## src/rtl/uart_rx_param_if.sv

```systemverilog
// Signal bundle between the oversampling UART receiver and its line, tick and RX-FIFO side.
// The receiver uses the slave modport; the driving environment uses master.
interface uart_rx_param_if #(
    parameter int unsigned DATA_BITS = 8
);
    logic                 i_enabled;
    logic                 i_in;
    logic                 i_s_tick;
    logic                 o_busy;
    logic                 o_done;
    logic                 o_frame_err;
    logic                 o_parity_err;
    logic                 o_break_det;
    logic [DATA_BITS-1:0] o_out;

    modport slave (
        input  i_enabled, i_in, i_s_tick,
        output o_busy, o_done, o_frame_err, o_parity_err, o_break_det, o_out
    );

    modport master (
        output i_enabled, i_in, i_s_tick,
        input  o_busy, o_done, o_frame_err, o_parity_err, o_break_det, o_out
    );
endinterface

```

## src/rtl/uart_rx_param.sv

```systemverilog
// Parametrised oversampling UART receiver: 2-flop line synchroniser, false-start rejection,
// mid-bit sampling, optional parity, 1 or 2 stop bits, framing/parity/break reporting.
module uart_rx_param #(
    parameter int unsigned DATA_BITS  = 8,
    parameter int unsigned OVERSAMPLE = 16,
    parameter bit          PARITY_EN  = 1'b0,
    parameter bit          PARITY_ODD = 1'b0,
    parameter int unsigned STOP_BITS  = 1
) (
    input  logic           clk,
    input  logic           rstN,
    uart_rx_param_if.slave bus
);
    localparam int unsigned SW = $clog2(OVERSAMPLE);
    localparam int unsigned NW = $clog2(DATA_BITS + 1);
    localparam logic [SW-1:0] S_HALF      = SW'(OVERSAMPLE / 2 - 1);
    localparam logic [SW-1:0] S_FULL      = SW'(OVERSAMPLE - 1);
    localparam logic [NW-1:0] N_LAST_DATA = NW'(DATA_BITS - 1);
    localparam logic [NW-1:0] N_LAST_STOP = NW'(STOP_BITS - 1);

    typedef enum logic [2:0] {IDLE, START, DATA, PARITY, STOP} state_t;

    state_t               r_state;
    logic [1:0]           r_sync;
    logic [SW-1:0]        r_s;
    logic [NW-1:0]        r_n;
    logic [DATA_BITS-1:0] r_shift;
    logic                 r_par;
    logic                 r_zero;
    logic                 r_brk1;
    logic                 r_ferr;
    logic                 r_perr;
    logic                 r_armed;
    logic                 r_busy;
    logic                 r_done;
    logic                 r_frame_err;
    logic                 r_parity_err;
    logic                 r_break_det;
    logic [DATA_BITS-1:0] r_out;
    logic                 w_rx;
    logic                 w_brk;

    assign w_rx  = r_sync[1];
    // Break needs the first stop bit; with two stop bits it was captured one bit earlier.
    assign w_brk = (r_n == '0) ? (r_zero & ~w_rx) : r_brk1;

    always_ff @(posedge clk or negedge rstN) begin
        if (!rstN) r_sync <= '1;
        else       r_sync <= {r_sync[0], bus.i_in};
    end

    always_ff @(posedge clk or negedge rstN) begin
        if (!rstN) begin
            r_state      <= IDLE;
            r_s          <= '0;
            r_n          <= '0;
            r_shift      <= '0;
            r_par        <= 1'b0;
            r_zero       <= 1'b0;
            r_brk1       <= 1'b0;
            r_ferr       <= 1'b0;
            r_perr       <= 1'b0;
            r_armed      <= 1'b1;
            r_busy       <= 1'b0;
            r_done       <= 1'b0;
            r_frame_err  <= 1'b0;
            r_parity_err <= 1'b0;
            r_break_det  <= 1'b0;
            r_out        <= '0;
        end else begin
            r_done       <= 1'b0;
            r_frame_err  <= 1'b0;
            r_parity_err <= 1'b0;
            r_break_det  <= 1'b0;
            // After a break the line must return high before a new start is accepted.
            if (w_rx) r_armed <= 1'b1;
            if (!bus.i_enabled) begin
                r_state <= IDLE;
                r_busy  <= 1'b0;
                r_s     <= '0;
                r_n     <= '0;
            end else begin
                case (r_state)
                    IDLE: begin
                        if (r_armed && !w_rx) begin
                            r_state <= START;
                            r_s     <= '0;
                            r_busy  <= 1'b1;
                        end
                    end
                    START: begin
                        if (bus.i_s_tick) begin
                            if (r_s == S_HALF) begin
                                r_s <= '0;
                                if (!w_rx) begin
                                    r_state <= DATA;
                                    r_n     <= '0;
                                    r_par   <= 1'b0;
                                    r_zero  <= 1'b1;
                                    r_ferr  <= 1'b0;
                                    r_perr  <= 1'b0;
                                end else begin
                                    r_state <= IDLE;
                                    r_busy  <= 1'b0;
                                end
                            end else begin
                                r_s <= r_s + 1'b1;
                            end
                        end
                    end
                    DATA: begin
                        if (bus.i_s_tick) begin
                            if (r_s == S_FULL) begin
                                r_s     <= '0;
                                r_shift <= {w_rx, r_shift[DATA_BITS-1:1]};
                                r_par   <= r_par ^ w_rx;
                                r_zero  <= r_zero & ~w_rx;
                                if (r_n == N_LAST_DATA) begin
                                    r_n     <= '0;
                                    r_state <= PARITY_EN ? PARITY : STOP;
                                end else begin
                                    r_n <= r_n + 1'b1;
                                end
                            end else begin
                                r_s <= r_s + 1'b1;
                            end
                        end
                    end
                    PARITY: begin
                        if (bus.i_s_tick) begin
                            if (r_s == S_FULL) begin
                                r_s     <= '0;
                                r_n     <= '0;
                                r_perr  <= ((r_par ^ w_rx) != PARITY_ODD);
                                r_zero  <= r_zero & ~w_rx;
                                r_state <= STOP;
                            end else begin
                                r_s <= r_s + 1'b1;
                            end
                        end
                    end
                    STOP: begin
                        if (bus.i_s_tick) begin
                            if (r_s == S_FULL) begin
                                r_s <= '0;
                                if (r_n == N_LAST_STOP) begin
                                    r_state      <= IDLE;
                                    r_n          <= '0;
                                    r_busy       <= 1'b0;
                                    r_done       <= 1'b1;
                                    r_out        <= r_shift;
                                    r_frame_err  <= r_ferr | ~w_rx;
                                    r_parity_err <= r_perr;
                                    r_break_det  <= w_brk;
                                    if (w_brk) r_armed <= w_rx;
                                end else begin
                                    r_n    <= r_n + 1'b1;
                                    r_ferr <= r_ferr | ~w_rx;
                                    if (r_n == '0) r_brk1 <= r_zero & ~w_rx;
                                end
                            end else begin
                                r_s <= r_s + 1'b1;
                            end
                        end
                    end
                    default: r_state <= IDLE;
                endcase
            end
        end
    end

    assign bus.o_busy       = r_busy;
    assign bus.o_done       = r_done;
    assign bus.o_frame_err  = r_frame_err;
    assign bus.o_parity_err = r_parity_err;
    assign bus.o_break_det  = r_break_det;
    assign bus.o_out        = r_out;
endmodule

```

## src/flat_wrapper.sv

```systemverilog
// flat-port wrapper written by rule: the top's interface ports become plain ports
module uart_rx_param_flat 
#(
    parameter int unsigned DATA_BITS  = 8,
    parameter int unsigned OVERSAMPLE = 16,
    parameter bit          PARITY_EN  = 1'b0,
    parameter bit          PARITY_ODD = 1'b0,
    parameter int unsigned STOP_BITS  = 1
)
  (clk, rstN, bus_i_enabled, bus_i_in, bus_i_s_tick, bus_o_busy, bus_o_done, bus_o_frame_err, bus_o_parity_err, bus_o_break_det, bus_o_out);
  uart_rx_param_if #(.DATA_BITS(DATA_BITS)) bus_i ();
  input  logic clk;
  input  logic rstN;
  input wire logic [$bits(bus_i.i_enabled)-1:0] bus_i_enabled;
  input wire logic [$bits(bus_i.i_in)-1:0] bus_i_in;
  input wire logic [$bits(bus_i.i_s_tick)-1:0] bus_i_s_tick;
  output wire logic [$bits(bus_i.o_busy)-1:0] bus_o_busy;
  output wire logic [$bits(bus_i.o_done)-1:0] bus_o_done;
  output wire logic [$bits(bus_i.o_frame_err)-1:0] bus_o_frame_err;
  output wire logic [$bits(bus_i.o_parity_err)-1:0] bus_o_parity_err;
  output wire logic [$bits(bus_i.o_break_det)-1:0] bus_o_break_det;
  output wire logic [$bits(bus_i.o_out)-1:0] bus_o_out;
  assign bus_i.i_enabled = bus_i_enabled;
  assign bus_i.i_in = bus_i_in;
  assign bus_i.i_s_tick = bus_i_s_tick;
  assign bus_o_busy = bus_i.o_busy;
  assign bus_o_done = bus_i.o_done;
  assign bus_o_frame_err = bus_i.o_frame_err;
  assign bus_o_parity_err = bus_i.o_parity_err;
  assign bus_o_break_det = bus_i.o_break_det;
  assign bus_o_out = bus_i.o_out;
  uart_rx_param #(.DATA_BITS(DATA_BITS), .OVERSAMPLE(OVERSAMPLE), .PARITY_EN(PARITY_EN), .PARITY_ODD(PARITY_ODD), .STOP_BITS(STOP_BITS)) u_core (.clk(clk), .rstN(rstN), .bus(bus_i));
endmodule
```

## config.mk

```make
export PLATFORM = sky130hd
export DESIGN_NAME = uart_rx_param_flat
export DESIGN_NICKNAME = d
export VERILOG_FILES = /design/src/rtl/uart_rx_param_if.sv /design/src/rtl/uart_rx_param.sv /design/src/flat_wrapper.sv
export SDC_FILE = /design/constraint.sdc
export NUM_CORES = 1
export LEC_CHECK = 0
export ABC_AREA = 1
export BUFFER_PORTS_ARGS = -buffer_cell sky130_fd_sc_hd__buf_2
export CAP_MARGIN = 20
export CORE_ASPECT_RATIO = 0.75
export CORE_MARGIN = 3
export CORE_UTILIZATION = 59
export CTS_CLUSTER_SIZE = 40
export DETAILED_ROUTE_END_ITERATION = 12
export GPL_TIMING_DRIVEN = 0
export MAX_ROUTING_LAYER = met4
export PLACE_DENSITY = 0.79
export SLEW_MARGIN = 15
export SYNTH_ARGS = -nofsm -noshare
export SYNTH_HDL_FRONTEND = slang
export SYNTH_SLANG_ARGS = --single-unit
export TNS_END_PERCENT = 20
```

## constraint.sdc

```tcl
create_clock -name clk -period 1.9 [get_ports clk]
set_input_delay 0.285 -clock clk [delete_from_list [all_inputs] [get_ports clk]]
set_output_delay 0.285 -clock clk [all_outputs]
set_load 0.01 [all_outputs]
```

== Yosys cells after proc, flatten, opt, wreduce, memory -nomap -nowiden ==
Index checks and enable logic that the tools add are counted.

* Add/subtract/negate cells: 2
* Equal/unequal tests: 36
* Multiplexer cells: 88
* Bitwise gates (word level): 4
* Reduce and logical (&&, ||, !) cells: 20

{| class="wikitable"
|+ Operators by type and width
! cell !! count
|-
| 4-bit two-way mux || 18
|-
| 1-bit two-way mux || 49
|-
| 3-bit two-way mux || 12
|-
| 3-bit by 2-bit != test with 1-bit output (second input constant) || 9
|-
| 7-bit AND reduction || 3
|-
| 4-bit case mux with 4 select lines || 1
|-
| 8-bit AND reduction || 2
|-
| 3-bit != test (second input constant) || 5
|-
| 3-bit case mux with 5 select lines || 1
|-
| 2-bit by 1-bit != test with 1-bit output (second input constant) || 6
|-
| 2-bit != test (second input constant) || 6
|-
| 4-bit case mux with 3 select lines || 1
|-
| 11-bit AND reduction || 1
|-
| 10-bit AND reduction || 1
|-
| 4-bit by 1-bit adder with 4-bit output (second input constant) || 2
|-
| 4-bit by 3-bit equality test with 1-bit output (second input constant) || 2
|-
| 1-bit case mux with 2 select lines || 4
|-
| 4-bit AND reduction || 2
|-
| 2-bit nonzero test || 4
|-
| 3-bit by 2-bit equality test with 1-bit output (second input constant) || 2
|-
| 5-bit by 1-bit != test with 1-bit output (second input constant) || 1
|-
| 5-bit AND reduction || 1
|-
| 4-bit equality test (second input constant) || 1
|-
| 4-bit zero test || 1
|-
| other kinds (15) || 15
|}

* Flip-flop bits (word level): 39
* Output and inout bits: 13
* Word-level logic and storage cells: 166

== Logic depth before layout (Yosys ltp) ==
Gate-level depths: netlist (run 1).

* Word-level depth: 9
* Depth in mapped cells: 10
* Depth with buffers taken out: 9

== Worst setup path before layout (run 1) ==
Ideal clock, no wire load.

* Kind: register to register
* Start point: register u_core.r_s[0]
* End point: register u_core.r_out[0], in the netlist u_core.bus.o_out[0]
* Arrival time: 1.334 ns
* Required time: 1.784 ns
* Path slack: 0.450 ns
* Stages on the path, launching flop included: 11
* Period minus slack after synthesis: 1.450 ns
* Cell sequence: dfrtp_1 -> ha_1 -> nand3_2 -> inv_1 -> nand2_1 -> inv_1 -> nand3_1 -> buf_2 -> inv_2 -> nand2_1 -> nand2_1

* Cells in the longest elaborated chain, start to end: 2

{| class="wikitable"
|+ RTL lines
! what !! RTL line !! source
|-
| from (decl) || uart_rx_param.sv:25 || <nowiki>logic [SW-1:0] r_s;</nowiki>
|-
| from (signal assigned) || uart_rx_param.sv:107 || <nowiki>r_s <= r_s + 1'b1;</nowiki>
|-
| from (signal assigned) || uart_rx_param.sv:125 || <nowiki>r_s <= r_s + 1'b1;</nowiki>
|-
| from (signal assigned) || uart_rx_param.sv:138 || <nowiki>r_s <= r_s + 1'b1;</nowiki>
|-
| 4-bit equality test || uart_rx_param.sv:144 || <nowiki>if (r_s == S_FULL) begin</nowiki>
|-
| 5-bit AND reduction (no line) || - ||
|-
| to (signal assigned) || uart_rx_param.sv:151 || <nowiki>r_out <= r_shift;</nowiki>
|-
| to (decl) || uart_rx_param.sv:39 || <nowiki>logic [DATA_BITS-1:0] r_out;</nowiki>
|}

Every way passes these cells.
A chain may end at the register's enable or synchronous reset.

== Worst setup path in the final report (run 1) ==
* Start point: register u_core.r_s[1]
* End point: register u_core.r_n[3]

* Cells in the longest elaborated chain, start to end: 3
* Elaborated cells on any way between the ends: 7
* Those cells by class: 6 x eq/ne; 1 x reduce/logical

{| class="wikitable"
|+ RTL lines
! what !! RTL line !! source
|-
| 4-bit equality test / 4-bit by 3-bit equality test with 1-bit output (equally long branches) || - ||
|-
| 3-bit by 2-bit != test with 1-bit output (no line) || - ||
|-
| 10-bit AND reduction (no line) * || - ||
|-
| to (signal assigned) || uart_rx_param.sv:122 || <nowiki>r_n <= r_n + 1'b1;</nowiki>
|-
| to (signal assigned) || uart_rx_param.sv:157 || <nowiki>r_n <= r_n + 1'b1;</nowiki>
|-
| to (decl) || uart_rx_param.sv:26 || <nowiki>logic [NW-1:0] r_n;</nowiki>
|}

Mark *: on every way between the ends. The rest lies on a longest branch, timed or not.

==> reports/summary.txt, run 1 <==
Status - complete, no violations
Worst R2R Path Depth - 8
Grt total ovfl - 0
Number of global-route vias before repair - 1591
Root buf cell - clkbuf_8
Number of cell rows - 18
Num CTS Buffers - 5
Crit start category - flip-flop
N_diodes - 0
Met2 routed WL - 1741 um
First-pass GRT wire length - 7507 um
Clock skew - 0.002735 ns
Met3 WL post-DR - 303 um
Initial DRC Count - 135
Final cycle utilization of the critical path - 0.9157
CP Capture Type - flip-flop
Die area - 0.004402 mm2
Share of layout cells above drive strength 1 - 0.2316
Main flop type after synthesis - dfrtp_1
Maximum clock frequency - 574.8 MHz
CTS tree - yes
Final Non-Filler Cells - 325
Crit path max fanout - 7
Max clock buf depth - 2
Post-synth net total - 269
Cells resized by post-CTS repair - 0
Cells after Synth - 261
Syn_area_per_cell - 8.217 um2
Placer Congestion - 0.9372
Hold Buf Count CTS - 0
Most frequent cells after synthesis - nand2_1 (70), dfrtp_1 (36), nand3_1 (26)
DRT antenna net count - 0
Routed vias - 1770
I/O Pins - 18
Sinks on Clock Net - 39
Gr usage total - 0.2402
Post-synth top area cell - dfrtp_1
Clk slew on worst S/H paths - 0.08 ns
Leakage - 0.001190 uW
Slew headroom - 0.4477
Pwr per Cell Area - 1142 mW/mm2
Asr flop ratio synth - 1.000
Worst-skew pair later-pin latency - 0.30 ns
Reg-to-Reg End - u_core.r_n[3]$_DFFE_PN0P_
Initial antenna violation count - 0
YS warnings - 0
Largest net degree at the start of global routing - 40
DPL Wire Length - 3251 um
Remaining DRCs - 0
Final min period - 1.740 ns
Layout area overhead - 11.90%
DRT met1 WL - 2311 um
Overall power - 2741 uW
Initial core utilization - 0.6348
Core area - 0.003378 mm2
Final WL - 4423 um
Port-buffer cells - 16
Setup Viol. Count Final - 0
Post-synth EDFFs - 0
DIE WIDTH - 75.62 um
Sequential fraction of the synthesis area - 0.4568
Highest metal used - met4
Launching point of the worst reg2reg path - u_core.r_s[1]$_DFFE_PN0P_
DR WL/cell - 13.61 um
Crit Path Category - flip-flop to flip-flop
Post-synthesis register bit count - 39
Slew Viols, Final - 0
DP Cell Count - 317
Setup bufs post-CTS - 0
Most common cell in the synthesized netlist - nand2_1
Htree depth - 2
Crit path required time - 2.10 ns
Max Cap Viol - 0
Flop2flop setup slack - 0.16 ns
Mapped Area - 0.002145 mm2
Yosys top cell area share - 0.4201
Post-synth cell types - 30
Final Util - 0.7104
Vias per cell - 5.446
Nets@finish - 292
Die height - 58.21 um
Synth top area cells - dfrtp_1 (42%), nand2_1 (12%), nand3_1 (6.1%)
Endpoints failing hold - 0
Pre-Repair DR Iteration Count - 4
Max IR drop VDD - 0.001037 V
Worst-Margin Slew - 0.8284 ns
Class of the tightest hold or removal check - primary input to async pin
Worst path arrival time - 1.94 ns
-- cell type report --
| class | count | area, um2 |
|---|---|---|
| Multi-Input combinational cell | 189 | 1031 |
| Clock buffer | 6 | 82.58 |
| Timing Repair Buffer | 16 | 80.08 |
| Sequential cell | 39 | 979.7 |
| Clock inverter | 2 | 35.03 |
| Fill cell | 267 | 978.4 |
| Buffer | 6 | 40.04 |
| Inverter | 27 | 101.3 |
| Tap cell | 40 | 50.05 |
-- logic make-up after synthesis --
group / synth area share
AOI/OAI and AO/OA: 0.1044
xor gates and xnor gates: 0.01634
adders and majority gates: 0.01750
buffers and inverters: 0.06593
DFF: 0.4568
and+or+nand+nor: 0.3390
-- cell usage in the layout, fill, tap and decap left out, drive strengths merged, types with 5 or more instances in the layout --
master,Yosys,routed
dfrtp,36,36
nand2,78,78
nor2,26,26
clkbuf,0,6
a21oi,5,5
nand3,31,31
inv,27,27
o21ai,29,29
buf,6,22
nand4,7,7
-- metal layers --
metal / GRT usage / vias up
met5: - / -
met4: 0.06484 / 0
met3: 0.07626 / 8
met2: 0.3075 / 57
met1: 0.3635 / 809
li1: - / 896
-- where the power goes --
group / internal (uW) / leakage (uW) / switching [uW]
Sequential: 911 / 0.000529 / 99.8
Combinational: 304 / 0.000600 / 704
Clock: 425 / 0.0000612 / 298
Total: 1640 / 0.00119 / 1100
-- how the worst max path moves through the flow --
stage	from	end	slack, ns	cells after the start
final	u_core.r_s[1]$_DFFE_PN0P_	u_core.r_n[3]$_DFFE_PN0P_	0.16	8
after global routing	u_core.r_s[1]$_DFFE_PN0P_	u_core.r_armed$_DFF_PN1_	-0.002	9
after CTS	u_core.r_s[1]$_DFFE_PN0P_	u_core.bus.o_out[3]$_DFFE_PN0P_	0.19	9
after detailed placement	u_core.r_s[1]$_DFFE_PN0P_	u_core.r_n[3]$_DFFE_PN0P_	0.19	8
after global placement	u_core.r_s[0]$_DFFE_PN0P_	u_core.bus.o_out[3]$_DFFE_PN0P_	0.21	9
after floorplan	u_core.r_s[0]$_DFFE_PN0P_	u_core.bus.o_out[0]$_DFFE_PN0P_	0.45	10
-- registers in the layout, summed over array words and instances, names as in the netlist --
register / count
u_core.bus.o_break_det: 1
u_core.bus.o_busy: 1
u_core.bus.o_done: 1
u_core.bus.o_frame_err: 1
u_core.bus.o_out: 8
u_core.bus.o_parity_err: 1
u_core.r_armed: 1
u_core.r_ferr: 1
u_core.r_n: 4
u_core.r_par: 1
u_core.r_perr: 1
u_core.r_s: 4
u_core.r_shift: 8
u_core.r_state: 3
u_core.r_sync: 2
u_core.r_zero: 1
-- worst max-delay path: stages (launching register included) --
cell	delay, ns
dfrtp_1	0.41
ha_1	0.29
nand3_1	0.22
nand3_1	0.15
nand2_2	0.08
nor2_4	0.19
nand3_2	0.16
nand2_1	0.09
nand2_1	0.04
-- through the flow --
step                      setup slack, ns  setup TNS [ns]  hold slack, ns  area [um2]
after global routing            -0.001879       -0.001879         0.06270        2400
after CTS                          0.1915               0         0.07235        2392
after global placement             0.2066               0          0.3461        2275
after floorplan                    0.4500               0        -0.01059        2145
final                              0.1601               0         0.08092        2400
after detailed placement           0.1923               0          0.3488        2275
Power figures use the tool's default switching activity.
==> inputs of run 2 (changes only) <==
BUFFER_PORTS_ARGS = -buffer_cell sky130_fd_sc_hd__clkbuf_2   (was -buffer_cell sky130_fd_sc_hd__buf_2)
==> reports/summary.txt, run 2 (synthesized netlist as in run 1, its figures left out) <==
Most common cell after layout, fill and taps aside - nand2_1
Die area - 0.004402 mm2 (unchanged)
Number of cell rows - 18 (unchanged)
Reg-to-Reg End - u_core.r_n[3]$_DFFE_PN0P_
Status - complete, no violations
Setup bufs post-CTS - 0 (unchanged)
Endpoints failing hold - 0 (unchanged)
Setup crit start - u_core.r_s[0]$_DFFE_PN0P_
Placer Congestion - 0.9372 (unchanged)
RSZ-0062 raised after global routing - true
Worst R2R Path Depth - 8 (unchanged)
WP depth - 8 (unchanged)
Hold Buf Count CTS - 0 (unchanged)
Vias per cell - 5.665 (+4.0%)
DRT antenna net count - 0 (unchanged)
Routed vias - 1841 (+4.0%)
Nets@finish - 292 (unchanged)
Slew headroom - 0.3863 (-0.06141)
Crit path max fanout - 8 (+1)
Crit-path most repeated cell - nand2_1
Port-buffer cells - 16 (unchanged)
DR WL/cell - 14.26 um (+4.8%)
Max IR drop VDD - 0.001106 V (+6.7%)
Cells along the critical path - ha_1 > nand3_4 > nand3_1 > nand2_4 > nor2_4 > nand3_2 > nand2_1 > nand2_1
Htree depth - 2 (unchanged)
Num CTS Buffers - 5 (unchanged)
Largest net degree at the start of global routing - 40 (unchanged)
Core area - 0.003378 mm2 (unchanged)
Worst path max stage delay - 0.40 ns (about the same)
Grt total ovfl - 0 (unchanged)
Final WL - 4634 um (+4.8%)
Root buf cell - clkbuf_8
Crit start category - flip-flop
WHS - 0.07245 ns (-0.008466 ns)
First-pass GRT wire length - 7997 um (+6.5%)
Clk slew on worst S/H paths - 0.08 ns (about the same)
Layout area overhead - 12.14%
Leakage - 0.001179 uW (-0.92%)
Gr usage total - 0.2508 (+0.01061)
N_diodes - 0 (unchanged)
I/O Pins - 18 (unchanged)
Worst-Margin Slew - 0.9206 ns (+0.09211 ns)
Crit Path Category - flip-flop to flip-flop
DIE WIDTH - 75.62 um (unchanged)
Maximum clock frequency - 581.8 MHz (+1.2%)
Hold path start - bus_i_in
Launching point of the worst reg2reg path - u_core.r_s[0]$_DFFE_PN0P_
Share of layout cells above drive strength 1 - 0.2351 (+0.003509)
CTS tree - yes
Class of the tightest hold or removal check - primary input to flip-flop
Final cycle utilization of the critical path - 0.9047 (-0.01103)
TNS Setup - 0 ns (unchanged)
Max clock buf depth - 2 (unchanged)
Worst path arrival time - 1.91 ns (-0.03 ns)
Slew Viols, Final - 0 (unchanged)
Flop2flop setup slack - 0.18 ns (+0.02 ns)
Hold Path Cell Cnt - 1
Commonest non-fill, non-tap cells in the layout - nand2_1 (70), dfrtp_1 (36), nand3_1 (25)
Initial antenna violation count - 0 (unchanged)
DPL Wire Length - 3407 um (+4.8%)
CP Buf/Inv Count - 0 (unchanged)
CP Capture Type - flip-flop
Worst-skew pair later-pin latency - 0.29 ns (about the same)
Number of global-route vias before repair - 1701 (+6.9%)
Remaining DRCs - 0 (unchanged)
Setup Viol. Count Final - 0 (unchanged)
Top delay family on crit path - simple AND/OR/NAND/NOR gates
Initial DRC Count - 102 (-24%)
Sinks on Clock Net - 39 (unchanged)
Crit path required time - 2.09 ns (about the same)
Clock skew - 0.004235 ns (+0.001500 ns)
Initial core utilization - 0.6348 (unchanged)
Die height - 58.21 um (unchanged)
Slowest CP cell - dfrtp_1
Hold Path Sink - u_core.r_sync[0]$_DFF_PN1_
Pwr per Cell Area - 1147 mW/mm2 (+0.42%)
Pre-Repair DR Iteration Count - 4 (unchanged)
Max Cap Viol - 0 (unchanged)
Final min period - 1.719 ns (-0.02096 ns)
[run 2: how the worst max path moves through the flow]
stage / endpoint
floorplan: u_core.bus.o_out[0]$_DFFE_PN0P_
global placement: u_core.bus.o_out[0]$_DFFE_PN0P_
detailed placement: u_core.r_n[2]$_DFFE_PN0P_
CTS: u_core.r_shift[3]$_DFFE_PN0P_
global route: u_core.bus.o_out[1]$_DFFE_PN0P_
finish: u_core.r_n[3]$_DFFE_PN0P_
[run 2: timing repair]
action	CTS	global route
resized for setup	0	2
endpoints found under the hold margin	0	0
endpoints found under the setup margin	0	5
[run 2: cell type report]
type	instances	area [um2]
Tap cell	40	50.05
Multi-Input combinational cell	189	1036
Timing Repair Buffer	16	80.08
Clock buffer	6	82.58
Clock inverter	2	35.03
Buffer	6	40.04
Sequential cell	39	979.7
Inverter	27	101.3
Fill cell	271	973.4
[run 2: where the power goes]
part	switching [uW]	leakage, uW	internal [uW]
sequential	103	0.000529	911
combinational	723	0.000589	305
clock	292	0.0000612	425
[run 2: worst reg2reg max path: stages, from the launching register on]
cell and delay (ns):
dfrtp_1 0.40, ha_1 0.29, nand3_4 0.17, nand3_1 0.17, nand2_4 0.06, nor2_4 0.21, nand3_2 0.17, nand2_1 0.09
nand2_1 0.05
[run 2: stage by stage]
stage                     setup slack, ns    util  instance area [um2]  cells  power, uW
final                              0.1811  0.7119                 2405    325       2758
after global routing             -0.01793  0.7119                 2405    325       2930
after CTS                          0.1717  0.7081                 2392    325       2750
after detailed placement           0.1919  0.6733                 2275    317       2023
after global placement             0.2132  0.6733                 2275    317       2005
after floorplan                    0.4500       -                 2145    261       1785
[run 2: layer usage]
metal,vias to the layer above,share of wire,GRT usage,wire length (um)
li1,898,-,-,-
met1,876,0.50,0.3940,2316
met2,61,0.41,0.3296,1908
met3,6,0.074,0.04679,344
met4,0,0.014,0.06484,64
met5,-,0,-,0
